===== src/rtl/enc_pkg.sv =====
// Shared sizing constants and index/one-hot helpers for the 4-to-2 pending encoder.
package enc_pkg;

  localparam int N_REQ = 4;
  localparam int IDX_W = 2;

  typedef logic [N_REQ-1:0] req_t;
  typedef logic [IDX_W-1:0] idx_t;

  // Binary index of a one-hot vector; an all-zero input yields index 0.
  function automatic idx_t onehot_to_idx(input req_t oh);
    idx_t idx;
    idx = '0;
    for (int i = 0; i < N_REQ; i++) begin
      if (oh[i]) begin
        idx = idx | IDX_W'(i);
      end
    end
    return idx;
  endfunction

  // One-hot vector with only the bit at idx set.
  function automatic req_t idx_to_onehot(input idx_t idx);
    return N_REQ'(1) << idx;
  endfunction

endpackage


===== src/rtl/prio_pick4.sv =====
// Combinational picker: chooses one set bit of cand, either the highest index
// (fixed priority) or the first set bit found scanning upward from start with
// wrap-around (round robin).
module prio_pick4
  import enc_pkg::*;
(
  input  logic [3:0] cand,
  input  logic [1:0] start,
  input  logic       rr_en,
  output logic [1:0] idx,
  output logic       any
);

  req_t rot;          // cand rotated so that rot[0] is cand[start]
  idx_t src_idx [N_REQ];
  req_t fp_oh;
  req_t rr_oh;
  idx_t rr_idx;

  // Rotate the candidate vector so the round-robin scan becomes a lowest-bit search.
  for (genvar gi = 0; gi < N_REQ; gi++) begin : g_rot
    assign src_idx[gi] = start + IDX_W'(gi);
    assign rot[gi]     = cand[src_idx[gi]];
  end

  // Fixed priority: the last matching assignment in an upward scan is the highest index.
  always_comb begin
    fp_oh = '0;
    for (int i = 0; i < N_REQ; i++) begin
      if (cand[i]) begin
        fp_oh = idx_to_onehot(IDX_W'(i));
      end
    end
  end

  // Round robin: lowest set bit of the rotated vector, mapped back by adding start.
  always_comb begin
    rr_oh = '0;
    for (int i = N_REQ - 1; i >= 0; i--) begin
      if (rot[i]) begin
        rr_oh = idx_to_onehot(IDX_W'(i));
      end
    end
    rr_idx = start + onehot_to_idx(rr_oh);
  end

  assign idx = rr_en ? rr_idx : onehot_to_idx(fp_oh);
  assign any = |cand;

endmodule


===== src/rtl/encoder4to2_pending.sv =====
// Sequential 4-to-2 encoder: collects request pulses into a pending register and
// hands out one binary index at a time over a valid/ready handshake.
module encoder4to2_pending
  import enc_pkg::*;
#(
  parameter int ROUND_ROBIN = 0
)(
  input  logic       clk,
  input  logic       rst,
  input  logic [3:0] req,
  output logic [1:0] code,
  output logic       code_valid,
  input  logic       code_ready,
  output logic       drop,
  output logic       busy
);

  req_t pending_q, pending_d;
  idx_t code_q, code_d;
  logic code_valid_q, code_valid_d;
  idx_t last_q, last_d;
  logic drop_q, drop_d;

  logic rr_en;
  logic slot_free;
  logic load;
  req_t cand;
  req_t grant_oh;
  idx_t rr_start;
  idx_t pick_idx;
  logic pick_any;

  assign rr_en    = (ROUND_ROBIN != 0);
  // A new request competes in the same edge it is sampled.
  assign cand     = pending_q | req;
  assign rr_start = last_q + 2'd1;
  // The output register can take a new index when empty or being consumed now.
  assign slot_free = ~code_valid_q | code_ready;

  prio_pick4 u_pick (
    .cand  (cand),
    .start (rr_start),
    .rr_en (rr_en),
    .idx   (pick_idx),
    .any   (pick_any)
  );

  // Next-state logic for the pending set, output slot, round-robin pointer and drop pulse.
  always_comb begin
    load     = slot_free & pick_any;
    grant_oh = load ? idx_to_onehot(pick_idx) : '0;
    // The granted bit leaves the pending set, except when it was already pending
    // and re-requested this cycle: the fresh request survives for a later grant.
    // A granted bit that came straight from req is consumed outright.
    pending_d    = (cand & ~grant_oh) | (grant_oh & pending_q & req);
    // A request hitting a bit that stays pending is merged and therefore lost.
    drop_d       = |(req & pending_q & ~grant_oh);
    code_d       = load ? pick_idx : code_q;
    code_valid_d = slot_free ? pick_any : code_valid_q;
    last_d       = load ? pick_idx : last_q;
  end

  // State registers; reset clears everything and aims the first RR search at index 0.
  always_ff @(posedge clk or posedge rst) begin
    if (rst) begin
      pending_q    <= '0;
      code_q       <= '0;
      code_valid_q <= 1'b0;
      last_q       <= 2'd3;
      drop_q       <= 1'b0;
    end else begin
      pending_q    <= pending_d;
      code_q       <= code_d;
      code_valid_q <= code_valid_d;
      last_q       <= last_d;
      drop_q       <= drop_d;
    end
  end

  assign code       = code_q;
  assign code_valid = code_valid_q;
  assign drop       = drop_q;
  assign busy       = (|pending_q) | code_valid_q;

endmodule

===== config.mk =====
export PLATFORM = sky130hd
export DESIGN_NAME = encoder4to2_pending
export DESIGN_NICKNAME = d
export VERILOG_FILES = /design/src/rtl/enc_pkg.sv /design/src/rtl/prio_pick4.sv /design/src/rtl/encoder4to2_pending.sv
export SDC_FILE = /design/constraint.sdc
export NUM_CORES = 1
export LEC_CHECK = 0
export CAP_MARGIN = 20
export CORE_AREA = 4 4 41 43
export CTS_BUF_LIST = sky130_fd_sc_hd__clkbuf_4
export CTS_CLUSTER_SIZE = 25
export DETAILED_ROUTE_END_ITERATION = 7
export DIE_AREA = 0 0 45 47
export PLACE_DENSITY = 0.57
export SLEW_MARGIN = 25
export SYNTH_ARGS = -nofsm -noshare
export SYNTH_HDL_FRONTEND = slang
export SYNTH_SLANG_ARGS = --single-unit

===== constraint.sdc =====
create_clock -name clk -period 1 [get_ports clk]
set_input_delay 0.15 -clock clk [delete_from_list [all_inputs] [get_ports clk]]
set_output_delay 0.15 -clock clk [all_outputs]
set_load 0.02 [all_outputs]

**Word level (Yosys, flattened, before mapping)**

Cells that the tools add are included.
Widths: inputs -> output; s select.

- Register bits: 8
- Word-level logic and storage cells: 28
- Input port bits: 7
- Output and inout bits: 5

- Shift-type cells: 1
- Muxes and demuxes: 8
- Reductions and logical operators: 3
- Bitwise gates (word level): 12

Operators by type and width:

| cell | number |
|---|---|
| $and 4x4->4 | 5 |
| $mux 4 | 4 |
| $reduce_or 4->1 | 3 |
| $or 4x4->4 | 2 |
| $mux 2 | 2 |
| $not 4->4 | 1 |
| $shl 1x2->4 const A | 1 |
| $mux 1 | 2 |
| $or 1x1->1 | 2 |
| $and 1x1->1 | 1 |
| $not 1->1 | 1 |

**Longest topological paths before layout**

Gate-level depths: netlist of run 1.

- Depth in word-level cells: 13
- Gate-level depth with buffers: 5
- Depth with buffers taken out: 4

**By module**

From an unflattened synthesis of run 1, not the netlist that was laid out.

- Cells, all modules: 81
- Area total of the unflattened synthesis: 713.2 um^2

Modules (own cells, without submodules):

| module | sequential area each (um^2) | instances | cells an instance | area each (um^2) |
|---|---|---|---|---|
| encoder4to2_pending | 252.7 | 1 | 52 | 520.5 |
| prio_pick4 | 0.0 | 1 | 29 | 192.7 |

**Least setup slack after synthesis of run 1**

Ideal clock, no wire load.

- Kind: flip-flop to flip-flop
- Start: register code_valid_q (netlist: code_valid)
- End: register pending_q[1]
- Buffers on the path: 0
- Clock period less this slack: 1.167 ns
- Path slack: -0.167 ns
- Library setup time: 0.126 ns
- Cell stages (with the launch flop): 4
- Data arrival time: 1.041 ns
- Data required time: 0.874 ns
- Cell sequence: dfrtp_1 nand2b_1 nand3_2 maj3_2

- Word-level cells in the longest chain between the ends: 7
- Elaborated cells between the ends (all ways): 9
- Classes of those cells: mux: 1; bitwise: 8

RTL lines:

| element | line | text |
|---|---|---|
| start: declaration | encoder4to2_pending.sv:20 | `logic code_valid_q, code_valid_d;` |
| start signal: assignment | encoder4to2_pending.sv:74 | `code_valid_q <= code_valid_d;` |
| $not 1->1 * | encoder4to2_pending.sv:38 | `assign slot_free = ~code_valid_q \| code_ready;` |
| $or 1x1->1 * | encoder4to2_pending.sv:38 |  |
| $and 1x1->1 * | encoder4to2_pending.sv:50 | `load = slot_free & pick_any;` |
| $mux 4 * | encoder4to2_pending.sv:51 | `grant_oh = load ? idx_to_onehot(pick_idx) : '0;` |
| $and 4x4->4 / $not 4->4 (equally long branches) | encoder4to2_pending.sv:55 | `pending_d = (cand & ~grant_oh) \| (grant_oh & pending_q & req);` |
| $and 4x4->4 | encoder4to2_pending.sv:55 |  |
| $or 4x4->4 * | encoder4to2_pending.sv:55 |  |
| via pending_d[1] | encoder4to2_pending.sv:18 | `req_t pending_q, pending_d;` |
| end signal: assignment | encoder4to2_pending.sv:72 | `pending_q <= pending_d;` |
| end: declaration | encoder4to2_pending.sv:18 |  |

Mark *: on every way through the listed nets, which the timed path passes. The rest lies on a longest branch.
A chain may end at the register's enable or synchronous reset.

**Final worst setup path of run 1**

- Start: register code_valid_q (netlist: code_valid)
- End: output port busy

- Word-level cells in the longest chain between the ends: 1

RTL lines:

| element | line | text |
|---|---|---|
| $or 1x1->1 | encoder4to2_pending.sv:83 | `assign busy = (\|pending_q) \| code_valid_q;` |
| end: declaration | encoder4to2_pending.sv:15 | `output logic busy` |

Every way passes these cells.

==> results.sh, run 1 <==
export IMPL_fin_crit_ps=1210
export IMPL_drt_iter0_markers=6
export IMPL_tritoncts="yes"
export IMPL_dieArea_um2=2120
export IMPL_vias_per_cell=5.01
export IMPL_wl_per_cell_um=13.2
export IMPL_cts_made_buffers=3
export IMPL_start_kind="flop"
export IMPL_detailed_place_hpwl_um=874
export IMPL_hold_ws_ps=140
export IMPL_gr_total_overflow=0
export IMPL_seq_area_um2=201
export IMPL_rsz0062_at_grt="yes"
export IMPL_clk_latency_ps=260
export IMPL_drtAntennaViolNets=0
export IMPL_synth_compound_area_share_pct=21.1
export IMPL_finalWeightedCongestion=0.766
export IMPL_fillers=128
export IMPL_grt_max_degree=9
export IMPL_drive_gt1_share_pct=48.6
export IMPL_finalHoldViolations=0
export IMPL_synthMuxAreaShare_pct=0
export IMPL_r2r_cells=5
export IMPL_syn_inst=43
export IMPL_arrival_ps=1060
export IMPL_cts_max_path_buffers=2
export IMPL_grt_pass1_vias=398
export IMPL_seq_area_frac_synth_pct=45.7
export IMPL_final_cell_mix="buf_4 (11), nand2_1 (7), dfrtp_1 (7), clkdlybuf4s50_1 (6)"
export IMPL_clock_root_buffer="clkbuf_4"
export IMPL_rrSetupSlack_ps=-190
export IMPL_worstHoldPathType="primary input to async pin"
export IMPL_die_height_um=47
export IMPL_synth_simple_area_share_pct=28.6
export IMPL_synthesis_nets=50
export IMPL_drv_cap=0
export IMPL_end_kind="primary output"
export IMPL_endpoint="busy"
export IMPL_drc=0
export IMPL_cts_hold_buf=0
export IMPL_dr_pass1_iters=3
export IMPL_core_area_um2=1300
export IMPL_power_density_nw_per_um2=1160
export IMPL_regToRegEndpoint="code[1]"
export IMPL_worst_slew_pin_slew_ps=327
export IMPL_h_tree_depth=1
export IMPL_tns_ps=-1280
export IMPL_initial_core_util_pct=33.7
export IMPL_power_leakage_nw=0.290
export IMPL_grt_pass1_wl_um=1760
export IMPL_crit_fanout=2
export IMPL_drv_slew=0
export IMPL_n_antenna_cell=0
export IMPL_fp_dieW_um=45
export IMPL_clkSinkCount=8
export IMPL_yosys_area_share_adder_pct=2.57
export IMPL_ys_seq_elements=8
export IMPL_fin_worst_skew_ps=7.72
export IMPL_grt_use_total_pct=12.1
export IMPL_outcome="finished with violations"
export IMPL_top_layer="met4"
export IMPL_violations="negative setup slack"
export IMPL_layout_nets=78
export IMPL_wl_met2_um=585
export IMPL_port_buffers=11
export IMPL_clkTransAtPathRegs_ps=60
export IMPL_syn_area_per_cell_um2=10.2
export IMPL_final_common_cell="buf_4"
export IMPL_cp_required_ps=850
export IMPL_synth_distinct_cells=22
export IMPL_vdd_ir_drop_max_mv=0.584
export IMPL_postLayoutSetupSlackWorst_ps=-210
export IMPL_num_vias=426
export IMPL_multi_input_area_um2=264
export IMPL_worstReg2RegStart="pending_q[1]"
export IMPL_preCtsSetupSlack_ps=-360
export IMPL_wl_met1_um=476
export IMPL_area_growth_pct=63.1
export IMPL_synthXorXnorAreaFrac_pct=0
export IMPL_met3WireLength_um=55
export IMPL_core_rowCount=13
export IMPL_netlist_area_um2=438
export IMPL_startpoint="code_valid"
export IMPL_maxSlewHeadroom_pct=78.2
export IMPL_io_pins=12
export IMPL_grt_antenna_before_repair=0
export IMPL_postRouteWirelength_um=1120
export IMPL_yosys_warnings=0
export IMPL_synth_top_family_by_area="simple AND/OR/NAND/NOR gates"
export IMPL_fin_crit_sh_pct=121
export IMPL_clock_fmax_ghz=0.826
export IMPL_setup_viol=9
export IMPL_path_class="flop to primary output"
per-layer routing:
layer	vias up	global-route usage, %
li1	211	-
met1	202	13.0
met2	11	21.2
met3	2	4.60
met4	0	5.26
met5	-	0
worst max-delay path: stages, from the launching register on:
cell,delay [ps]
dfrtp_2,400
nor3_1,190
nand2_1,70
buf_2,150
where the power goes:
group,internal (mW),switching (mW)
Combinational,0.0878,0.0871
Sequential,0.341,0.0112
Clock,0.180,0.120
Total,0.609,0.218
synth_stat cells (all sizes together):
| master | count | area share (%) |
|---|---|---|
| nand2b | 2 | 2.9 |
| nand2 | 7 | 6.0 |
| o211ai | 1 | 1.7 |
| and2 | 1 | 1.4 |
| o21ai | 3 | 3.4 |
| o221ai | 1 | 2.0 |
| a21oi | 3 | 3.4 |
| o31ai | 1 | 1.7 |
| nor3 | 2 | 2.3 |
| o41ai | 1 | 3.7 |
| nor2 | 3 | 6.0 |
| nor4 | 1 | 4.9 |
| and3 | 1 | 1.4 |
| nor2b | 1 | 1.4 |
| a22oi | 1 | 1.7 |
| inv | 1 | 0.86 |
| nand3 | 1 | 2.3 |
| a21o | 2 | 3.4 |
| dfrtp | 8 | 46 |
| buf | 1 | 1.1 |
| maj3 | 1 | 2.6 |
sequential cells by signal (all words and copies together), names as in the netlist:
| register | count |
|---|---|
| code | 2 |
| pending_q | 4 |
| code_valid | 1 |
| drop | 1 |
repair_timing:
| action | 4_1_cts | 5_1_grt |
|---|---|---|
| setup buffers | 0 | 1 |
| endpoints found under the setup margin | 12 | 9 |
| pin swaps | 2 | 3 |
| cloned | 0 | 0 |
| gates resized for setup | 27 | 3 |
how the worst min path moves through the flow:
stage,to,slack [ps],cells after the start
final,pending_q[2],140,2
after global routing,pending_q[2],170,2
after CTS,pending_q[2],150,2
after detailed placement,pending_q[2],430,2
after global placement,pending_q[1],430,2
after floorplan,code[0],-30,1
final cells by class:
cell class              count  area share [%]
inverters                   1           0.525
repair buffers             24            27.5
flip-flops and latches      8            28.2
multi-input cells          33            37.0
well taps                  15            2.63
clock buffers               4            4.20
cells by family (layout without fill, tap and decap cells):
family,after synthesis,in the layout
fa+ha+maj,1,1
simple gates,19,19
buf+inv,2,29
compound gates,13,13
flops,8,8
stage by stage:
stage | cells | utilization [%] | area (um2) | total power, mW
4_1_cts | 84 | 53.2 | 692 | 0.835
3_3_place_gp | 80 | 51.3 | 668 | 0.528
5_1_grt | 85 | 54.9 | 714 | 0.873
2_1_floorplan | 43 | - | 457 | 0.428
3_5_place_dp | 80 | 51.3 | 668 | 0.530
6_report | 85 | 54.9 | 714 | 0.827
Note: power is estimated with default switching activity, not from simulation.
==> inputs of run 2 (changes only) <==
--- a/config.mk
+++ b/config.mk
@@ -6,13 +6,15 @@
 export NUM_CORES = 1
 export LEC_CHECK = 0
 export CAP_MARGIN = 20
-export CORE_AREA = 4 4 41 43
+export CORE_ASPECT_RATIO = 0.9
+export CORE_MARGIN = 4
+export CORE_UTILIZATION = 35
 export CTS_BUF_LIST = sky130_fd_sc_hd__clkbuf_4
 export CTS_CLUSTER_SIZE = 25
 export DETAILED_ROUTE_END_ITERATION = 7
-export DIE_AREA = 0 0 45 47
-export PLACE_DENSITY = 0.57
+export PLACE_DENSITY = 0.56
 export SLEW_MARGIN = 25
 export SYNTH_ARGS = -nofsm -noshare
 export SYNTH_HDL_FRONTEND = slang
+export SYNTH_HIERARCHICAL = 1
 export SYNTH_SLANG_ARGS = --single-unit
==> run 2 against run 1 <==
Net effect: the run still ends with negative setup slack left; clock power grew 13%; non-clock buffer count increased by 19; worst hold slack worse by 0.96 ps; design area grew 79%; sequential power grew 66%; global-route usage rose by 5.6 points; sequential share of layout area fell by 8.4 points; routed wire length rose by 92%; cell count up 84%; largest cell class unchanged; total power grew to 2.9 times the previous value; via count rose by 82%.
==> results.sh, run 2 <==
export IMPL_finalInstanceArea_um2=1280
export IMPL_drt_iter0_markers=19
export IMPL_grt_pass1_wl_um=3840
export IMPL_cp_required_ps=1150
export IMPL_netlist_area_um2=713
export IMPL_dp_cells=144
export IMPL_fin_worst_skew_ps=5.82
export IMPL_yosysMostFrequentCell="nand2_1"
export IMPL_async_flop_share_pct=100
export IMPL_layout_nets=140
export IMPL_setup_viol=12
export IMPL_slowest_delay_ps=390
export IMPL_vias_per_cell=4.96
export IMPL_final_common_cell="buf_4"
export IMPL_synth_enable_flop_cells=0
export IMPL_yosys_area_top_type_share_pct=28.1
export IMPL_synth_area_leader_cell="dfrtp_1"
export IMPL_worst_slew_pin_slew_ps=538
export IMPL_finalWeightedCongestion=0.862
export IMPL_fp_dieW_um=55.6
export IMPL_vdd_ir_drop_max_mv=1.16
export IMPL_worstReg2RegStart="pending_q[1]"
export IMPL_dr_pass1_iters=4
export IMPL_grt_use_total_pct=17.7
export IMPL_grt_antenna_before_repair=0
export IMPL_drv_cap=0
export IMPL_core_area_um2=1930
export IMPL_ys_flop_type="dfrtp_1"
export IMPL_synth_top_cells_by_count="nand2_1 (10), dfrtp_1 (8), nor2_1 (7)"
export IMPL_rrSetupSlack_ps=-660
export IMPL_postLayoutSetupSlackWorst_ps=-661
export IMPL_h_tree_depth=1
export IMPL_path_buf_inv=0
export IMPL_area_growth_pct=79.1
export IMPL_grt_busiest_layer="met2"
export IMPL_drv_slew=0
export IMPL_crit_chain="or2_4 -> a21oi_2 -> o21ai_2 -> a21o_2 -> a2111oi_4 -> o32ai_1"
export IMPL_core_rowCount=15
export IMPL_globalRouteMet3Util_pct=3.79
export IMPL_dieArea_um2=2820
export IMPL_gr_total_overflow=0
export IMPL_drc=0
export IMPL_top_register="pending_q"
export IMPL_placed_area_um2=1100
export IMPL_end_kind="flop"
export IMPL_fin_cells=156
export IMPL_syn_inst=81
export IMPL_start_kind="flop"
export IMPL_yosys_warnings=6
export IMPL_finish_utilization_pct=66.1
export IMPL_synth_distinct_cells=37
export IMPL_tns_ps=-5000
export IMPL_grt_util_met1_pct=20.9
export IMPL_tritoncts="yes"
export IMPL_path_delay_family="compound AO/OA/AOI/OAI gates"
export IMPL_seq_area_frac_synth_pct=35.4
export IMPL_cp_depth=6
export IMPL_io_pins=12
export IMPL_ys_seq_elements=10
export IMPL_cts_max_path_buffers=2
export IMPL_path_class="flop to flop"
export IMPL_num_vias=774
export IMPL_drtAntennaViolNets=0
export IMPL_wl_per_cell_um=13.8
export IMPL_fin_crit_ps=1660
export IMPL_worstHoldPathType="primary input to async pin"
export IMPL_gr_usage_met2_pct=31.9
export IMPL_drive_gt1_share_pct=56.5
export IMPL_r2r_cells=6
export IMPL_maxSlewHeadroom_pct=64.0
export IMPL_power_density_nw_per_um2=1850
export IMPL_rsz0062_at_grt="yes"
export IMPL_port_buffers=11
export IMPL_syn_area_per_cell_um2=8.80
export IMPL_outcome="finished with violations"
export IMPL_regToRegEndpoint="drop"
export IMPL_final_cell_mix="buf_4 (25), buf_6 (10), dfrtp_1 (8), nand2_1 (6), clkdlybuf4s50_1 (6)"
export IMPL_clock_fmax_ghz=0.602
export IMPL_cts_hold_buf=0
export IMPL_crit_slowest_cell="dfrtp_1"
export IMPL_die_height_um=50.8
export IMPL_grt_max_degree=11
export IMPL_clock_root_buffer="clkbuf_4"
export IMPL_crit_fanout=3
export IMPL_power_leakage_nw=0.589
export IMPL_violations="negative setup slack"
export IMPL_clkSinkCount=10
export IMPL_n_antenna_cell=0
export IMPL_initial_core_util_pct=36.9
export IMPL_clkTransAtPathRegs_ps=70
export IMPL_finalHoldViolations=0
export IMPL_postRouteWirelength_um=2150
export IMPL_detailed_place_hpwl_um=1550
export IMPL_arrival_ps=1810
export IMPL_clk_latency_ps=270
export IMPL_largest_reg_flops=4
export IMPL_cts_made_buffers=3
export IMPL_grt_pass1_vias=831
export IMPL_fin_crit_sh_pct=166
export IMPL_synth_area_leaders="dfrtp_1 (28%), dfstp_2 (7.4%), nand2_1 (5.3%), a21o_1 (4.2%), a2111oi_4 (3.9%)"
[run 2: cell count changes in the layout (fill, tap and decap cells not counted), moves of 3 or more]
| cell | change |
|---|---|
| buf_6 | +7 |
| inv_2 | +3 |
| nor3_4 | +4 |
| conb_1 | +5 |
| buf_4 | +14 |
| nor2_2 | +3 |
[run 2: kinds of logic after synthesis]
logic type,Yosys count,synth area share (%)
and+or+nand+nor,34,26.1
AOI/OAI and AO/OA,26,29.8
DFF,10,35.4
buffers and inverters,7,3.86
xor gates and xnor gates,2,2.46
adders and majority gates,1,1.75
other,1,0.526
[run 2: worst min-delay path, cell delays in order]
cell	delay, ps
clkdlybuf4s50_1	390
inv_1	50
buf_4	180
[run 2: repair_timing]
| item | in CTS | in global routing |
|---|---|---|
| buffers inserted | 7 | 4 |
| endpoints found under the setup margin | 15 | 13 |
| resized for setup | 46 | 9 |
| pin swaps | 10 | 7 |
[run 2: worst max path at each step]
stage,startpoint,to,slack [ps]
6_report,pending_q[1],drop,-660
3_5_place_dp,req[2],drop,-890
4_1_cts,pending_q[2],drop,-620
2_1_floorplan,pending_q[2],drop,-460
5_1_grt,pending_q[2],drop,-700
3_3_place_gp,req[3],drop,-880
[run 2: metal layers]
layer / vias to the layer above / wire (um)
met5: - / 0
met4: 0 / 27
met3: 3 / 62
met2: 12 / 1070
met1: 369 / 996
li1: 390 / -
[run 2: per-stage QoR]
| step | hold WS (ps) | power [mW] | setup slack (ps) |
|---|---|---|---|
| 2_1_floorplan | -11.3 | 1.39 | -457 |
| 3_3_place_gp | 439 | 1.81 | -882 |
| 3_5_place_dp | 442 | 1.84 | -895 |
| 4_1_cts | 140 | 2.35 | -615 |
| 5_1_grt | 151 | 2.54 | -701 |
| 6_report | 139 | 2.36 | -661 |
[run 2: area by class of cell]
class | instances | area, um2
Fill cell | 156 | 656
Multi-Input combinational cell | 68 | 566
Timing Repair Buffer | 43 | 370
Sequential cell | 10 | 253
Tap cell | 25 | 31.3
Clock buffer | 4 | 30.0
Inverter | 6 | 27.5
[run 2: where the power goes]
group	total (mW)	internal (mW)	switching [mW]
logic	1.44	0.741	0.701
registers	0.583	0.518	0.0645
clock network	0.338	0.182	0.156
total	2.36	1.44	0.922
==> inputs of run 3 (changes only) <==
--- a/config.mk
+++ b/config.mk
@@ -5,6 +5,7 @@
 export SDC_FILE = /design/constraint.sdc
 export NUM_CORES = 1
 export LEC_CHECK = 0
+export ABC_CLOCK_PERIOD_IN_PS = 1000
 export CAP_MARGIN = 20
 export CORE_ASPECT_RATIO = 0.9
 export CORE_MARGIN = 4
==> results of run 3 <==
The final DEF is identical to that of run 2; final timing and power are the same.
